File: config.mk
export PLATFORM = sky130hd
export DESIGN_NAME = x_sram_arb
export DESIGN_NICKNAME = d
export VERILOG_FILES = /design/src/rtl/x_sram_pkg.sv /design/src/rtl/x_sram_tick.sv /design/src/rtl/x_sram_arb.sv
export SDC_FILE = /design/constraint.sdc
export NUM_CORES = 1
export LEC_CHECK = 0
export BUFFER_PORTS_ARGS = -buffer_cell sky130_fd_sc_hd__buf_2
export CORE_ASPECT_RATIO = 1.2
export CORE_MARGIN = 3
export CORE_UTILIZATION = 36
export CTS_BUF_LIST = sky130_fd_sc_hd__clkbuf_4 sky130_fd_sc_hd__clkbuf_8
export CTS_CLUSTER_DIAMETER = 30
export DETAILED_ROUTE_END_ITERATION = 8
export PLACE_DENSITY = 0.86
export SYNTH_ARGS = -nofsm -noshare
export SYNTH_HDL_FRONTEND = slang
export SYNTH_SLANG_ARGS = --single-unit
File: constraint.sdc
create_clock -name i_clk -period 1.4 [get_ports i_clk]
set_input_delay 0.28 -clock i_clk [delete_from_list [all_inputs] [get_ports i_clk]]
set_output_delay 0.28 -clock i_clk [all_outputs]
set_load 0.01 [all_outputs]
File: src/rtl/x_sram_pkg.sv
// Shared types and constants for the two-port SPI SRAM arbiter.
// Handshake: a requester holds valid and its fields steady until it sees its accept pulse.
package x_sram_pkg;

  typedef enum logic [1:0] {
    ST_IDLE    = 2'd0,
    ST_GRANT   = 2'd1,
    ST_WAIT_RD = 2'd2
  } arb_state_e;

  typedef logic port_idx_t;

  localparam int unsigned DIV_DEFAULT = 4;

endpackage

File: src/rtl/x_sram_tick.sv
// Free-running bit-tick divider: pulses once every DIV clock cycles.
// The pulse is forced low while reset is asserted.
module x_sram_tick
  import x_sram_pkg::*;
#(
  parameter int unsigned DIV = DIV_DEFAULT
) (
  input  logic i_clk,
  input  logic i_rst,
  output logic o_tick
);

  localparam logic [7:0] LAST = 8'(DIV - 1);

  logic [7:0] r_cnt;

  always_ff @(posedge i_clk) begin
    if (i_rst) begin
      r_cnt <= 8'd0;
    end else if (r_cnt == LAST) begin
      r_cnt <= 8'd0;
    end else begin
      r_cnt <= r_cnt + 8'd1;
    end
  end

  assign o_tick = (r_cnt == LAST) & ~i_rst;

endmodule

File: src/rtl/x_sram_arb.sv
// Two-port arbiter in front of an SPI SRAM controller with locked grants and
// alternating priority on contention. o_dbg_state exposes the FSM state.
module x_sram_arb
  import x_sram_pkg::*;
#(
  parameter int unsigned DIV = DIV_DEFAULT
) (
  input  logic        i_clk,
  input  logic        i_rst,
  input  logic        i_p0_valid,
  output logic        o_p0_accept,
  input  logic        i_p0_rd_n_wr,
  input  logic [15:0] i_p0_addr,
  input  logic [7:0]  i_p0_wdata,
  output logic        o_p0_ready,
  output logic [7:0]  o_p0_rdata,
  input  logic        i_p1_valid,
  output logic        o_p1_accept,
  input  logic        i_p1_rd_n_wr,
  input  logic [15:0] i_p1_addr,
  input  logic [7:0]  i_p1_wdata,
  output logic        o_p1_ready,
  output logic [7:0]  o_p1_rdata,
  output logic        o_mem_advance,
  output logic        o_mem_valid,
  input  logic        i_mem_accept,
  output logic        o_mem_rd_n_wr,
  output logic [15:0] o_mem_addr,
  output logic [7:0]  o_mem_wdata,
  input  logic        i_mem_ready,
  input  logic [7:0]  i_mem_rdata,
  output logic [1:0]  o_dbg_state
);

  arb_state_e r_state;
  port_idx_t  r_owner;
  port_idx_t  r_last_grant;

  port_idx_t   w_winner;
  logic        w_any_valid;
  logic        w_own_valid;
  logic        w_own_rd;
  logic [15:0] w_own_addr;
  logic [7:0]  w_own_wdata;
  logic        w_in_grant;
  logic        w_in_wait;
  logic        w_acc;
  logic        w_rdy;

  x_sram_tick #(.DIV(DIV)) u_tick (
    .i_clk  (i_clk),
    .i_rst  (i_rst),
    .o_tick (o_mem_advance)
  );

  // On contention the port that did not win last time gets the grant.
  assign w_any_valid = i_p0_valid | i_p1_valid;
  assign w_winner    = (i_p0_valid & i_p1_valid) ? ~r_last_grant :
                       (i_p0_valid ? 1'b0 : 1'b1);

  assign w_own_valid = r_owner ? i_p1_valid   : i_p0_valid;
  assign w_own_rd    = r_owner ? i_p1_rd_n_wr : i_p0_rd_n_wr;
  assign w_own_addr  = r_owner ? i_p1_addr    : i_p0_addr;
  assign w_own_wdata = r_owner ? i_p1_wdata   : i_p0_wdata;

  // Gating with ~i_rst keeps every output quiet in the reset cycle itself.
  assign w_in_grant = (r_state == ST_GRANT) & ~i_rst;
  assign w_in_wait  = (r_state == ST_WAIT_RD) & ~i_rst;
  assign w_acc      = w_in_grant & i_mem_accept;
  assign w_rdy      = w_in_wait & i_mem_ready;

  assign o_mem_valid   = w_in_grant & w_own_valid;
  assign o_mem_rd_n_wr = w_in_grant & w_own_rd;
  assign o_mem_addr    = w_in_grant ? w_own_addr : 16'd0;
  assign o_mem_wdata   = w_in_grant ? w_own_wdata : 8'd0;

  assign o_p0_accept = w_acc & ~r_owner;
  assign o_p1_accept = w_acc & r_owner;
  assign o_p0_ready  = w_rdy & ~r_owner;
  assign o_p1_ready  = w_rdy & r_owner;
  assign o_p0_rdata  = (w_in_wait & ~r_owner) ? i_mem_rdata : 8'd0;
  assign o_p1_rdata  = (w_in_wait & r_owner) ? i_mem_rdata : 8'd0;

  assign o_dbg_state = r_state;

  always_ff @(posedge i_clk) begin
    if (i_rst) begin
      r_state      <= ST_IDLE;
      r_owner      <= 1'b0;
      r_last_grant <= 1'b1;
    end else begin
      case (r_state)
        ST_IDLE: begin
          if (w_any_valid) begin
            r_owner      <= w_winner;
            r_last_grant <= w_winner;
            r_state      <= ST_GRANT;
          end
        end
        ST_GRANT: begin
          if (i_mem_accept) begin
            r_state <= w_own_rd ? ST_WAIT_RD : ST_IDLE;
          end
        end
        ST_WAIT_RD: begin
          if (i_mem_ready) begin
            r_state <= ST_IDLE;
          end
        end
        default: r_state <= ST_IDLE;
      endcase
    end
  end

endmodule

==> impl_metrics.ini <==
[power_and_ir_drop]
total_power_mw = 1.165
power.density_mw_per_mm2 = 533.4
p_leak_nw = 1.103
peakVddDrop_uv = 521.6

[drt]
wl_met3_um = 366
post_drt_via_cell_ratio = 4.964
vias = 1529
wirelength_met1_mm = 1.508
ant_nets = 0
met2WireLength_mm = 2.614
highest_layer = met4
dr.pass1.iters = 4
drc_errors = 0
wl_per_cell_um = 15.16
wirelength_mm = 4.669
drtIter0Drc = 35

[global_route]
grt_pass1_wl_mm = 6.423
overflow = 0
grt_use_total = 0.2157
grt_start_max_net_pins = 26
grt_pass1_vias = 1471
grt_antenna_before_repair = 0

[synthesis]
synth_area_per_cell_sq_um = 7.750
synthArstFlopShare = 0
yosysMostFrequentCell = nor2_1
synthTopCellsByCount = nor2_1, mux2i_1, and2_1
syn-num-nets = 204
synth_top_area_frac = 0.2416
yosys.cell_types.count = 33
synthCells = 139
yosys-top-cells-area = mux2i_1, dfxtp_1, nor2_1, and2_1, buf_4
synth_top_cell_by_area = mux2i_1
ys.warnings.count = 0
ys_ff_latch = 12
synth_area_sq_mm = 0.001077
synth-edff-count = 0
seq_area_frac_synth = 0.2230
synthFlopType = dfxtp_1

[outcome]
status = complete, but fails checks
violations = setup timing

[final_layout]
drive_gt1_frac = 0.6460
fin_nets = 340
layout.cells.non_filler = 308
multi_input_area_sq_um = 894.6
utilization = 0.7698
nFillCells = 196
diodes = 0
regArea_sq_um = 252.7
area_growth_syn_to_layout_pct = 102.8

[timing]
fin_skew_ns = 0.002957
fin_ws_ns = -0.3612
period_share = 1.258
rsz0062_at_grt = yes
fmaxAchievable_ghz = 0.5678
hold_ws_ns = 0.2433
slew_violations = 0
hold_viol = 0
worst_pin_slew_ns = 0.3176
post-route-min-period_ns = 1.761
setup_viol = 50
slew_headroom = 0.7828

[cts]
cts.path.max_buffers = 2
numCtsBuffers = 3
htreeDepth = 1
hold_buffers = 0
cts_tree = built
cts_num_sinks = 12
clkLatencyLatePin_ns = 0.28
clkTransAtPathRegs_ns = 0.08
root_buffer = clkbuf_4

[worst_setup_path]
worstPathArrival_ns = 1.48
end_kind = output pin
cp_max_fo = 6
worstSetupStartpointType = flip-flop
required_ns = 1.12
path_class = reg -> out

[floorplanning]
die_width_um = 55.94
initial_core_util = 0.3796
num_rows = 21
fp.dieH_um = 65.93
fp.coreArea_sq_mm = 0.002838
ios = 113
dieArea_sq_mm = 0.003688

[place]
portBuffers = 112
place_congestion = 0.7905
placed_cells = 294
hpwl_mm = 3.081

[worst_hold_path]
hp-class = in -> reg

[flow_run]
drv_cap = 0
==> report_power, final <==
| part | leakage [nW] | internal [mW] | switching (mW) |
|---|---|---|---|
| clock | 0.0210 | 0.158 | 0.125 |
| sequential | 0.100 | 0.360 | 0.0219 |
| combinational | 0.982 | 0.278 | 0.222 |
==> sequential cells by signal, indices dropped and copies added, names as in the netlist <==
name          flops
r_last_grant      1
r_owner           1
o_dbg_state       2
u_tick.r_cnt      8
==> cells by family after synthesis <==
kind of cell / Yosys count / share of synthesized area
AO/OA/AOI/OAI: 12 / 0.08596
XOR/XNOR: 2 / 0.01626
adder cells (fa/ha/maj): 1 / 0.01161
buffers and inverters: 11 / 0.05342
flip-flops: 12 / 0.2230
multiplexers: 26 / 0.2416
AND/OR/NAND/NOR: 75 / 0.3682
==> layer usage <==
metal,track usage,vias to the layer above
li1,-,752
met1,0.1977,698
met2,0.4423,64
met3,0.07031,15
met4,0.06825,0
met5,0,-
==> layout by cell type, fill, tap and decap left out, types with 2 or more instances in the layout <==
cell / count
nand2b_1: 2
buf_2: 100
mux2i_2: 3
nand3_1: 2
nor4_4: 2
buf_6: 14
buf_16: 2
buf_12: 5
o21ai_0: 2
clkbuf_4: 3
a21oi_1: 2
or3_1: 2
nor2_1: 33
dfxtp_4: 3
or4_4: 2
and2_1: 5
and2_4: 14
dfxtp_1: 8
inv_1: 3
a21oi_2: 2
buf_4: 17
mux2i_1: 22
nand2_1: 5
==> final timing paths <==
kind	endpoint	slack [ns]	start	depth (start not counted)
worst max-delay path	o_mem_wdata[7]	-0.36	r_owner$_SDFFE_PP0P_	6
worst min-delay path	o_dbg_state[0]$_SDFFE_PP0P_	0.24	i_mem_accept	2
worst max register to register	u_tick.r_cnt[2]$_SDFF_PP0_	-0.01	u_tick.r_cnt[4]$_SDFF_PP0_	3
worst min register to register	u_tick.r_cnt[0]$_SDFF_PP0_	0.45	u_tick.r_cnt[0]$_SDFF_PP0_	1
==> worst max-delay path: stages (launching register included) <==
cell,delay (ns)
dfxtp_4,0.36
buf_12,0.12
buf_12,0.13
buf_16,0.14
mux2i_2,0.23
nor2_1,0.07
buf_2,0.14
==> cell type report <==
cell class / instances / share of cell area
Sequential cell: 12 / 0.1157
Timing Repair Buffer: 138 / 0.4307
Clock buffer: 4 / 0.01661
Multi-Input combinational cell: 116 / 0.4095
Inverter: 4 / 0.008018
Tap cell: 34 / 0.01947
==> metrics by stage <==
step	instance area (sq um)	setup TNS [ns]	setup WS, ns
2_1_floorplan	1084	-0.6481	-0.03640
3_3_place_gp	1803	-0.03221	-0.03221
3_5_place_dp	1803	-0.04154	-0.04144
4_1_cts	2053	-12.18	-0.3546
5_1_grt	2185	-15.38	-0.4095
6_report	2185	-12.32	-0.3612
==> repair_timing <==
action | 4_1_cts | 5_1_grt
setup endpoints to repair | 47 | 55
setup buffers | 5 | 1
pin swaps | 23 | 6
gates cloned | 4 | 0
resized for setup | 24 | 32
Power figures use the tool's default switching activity.
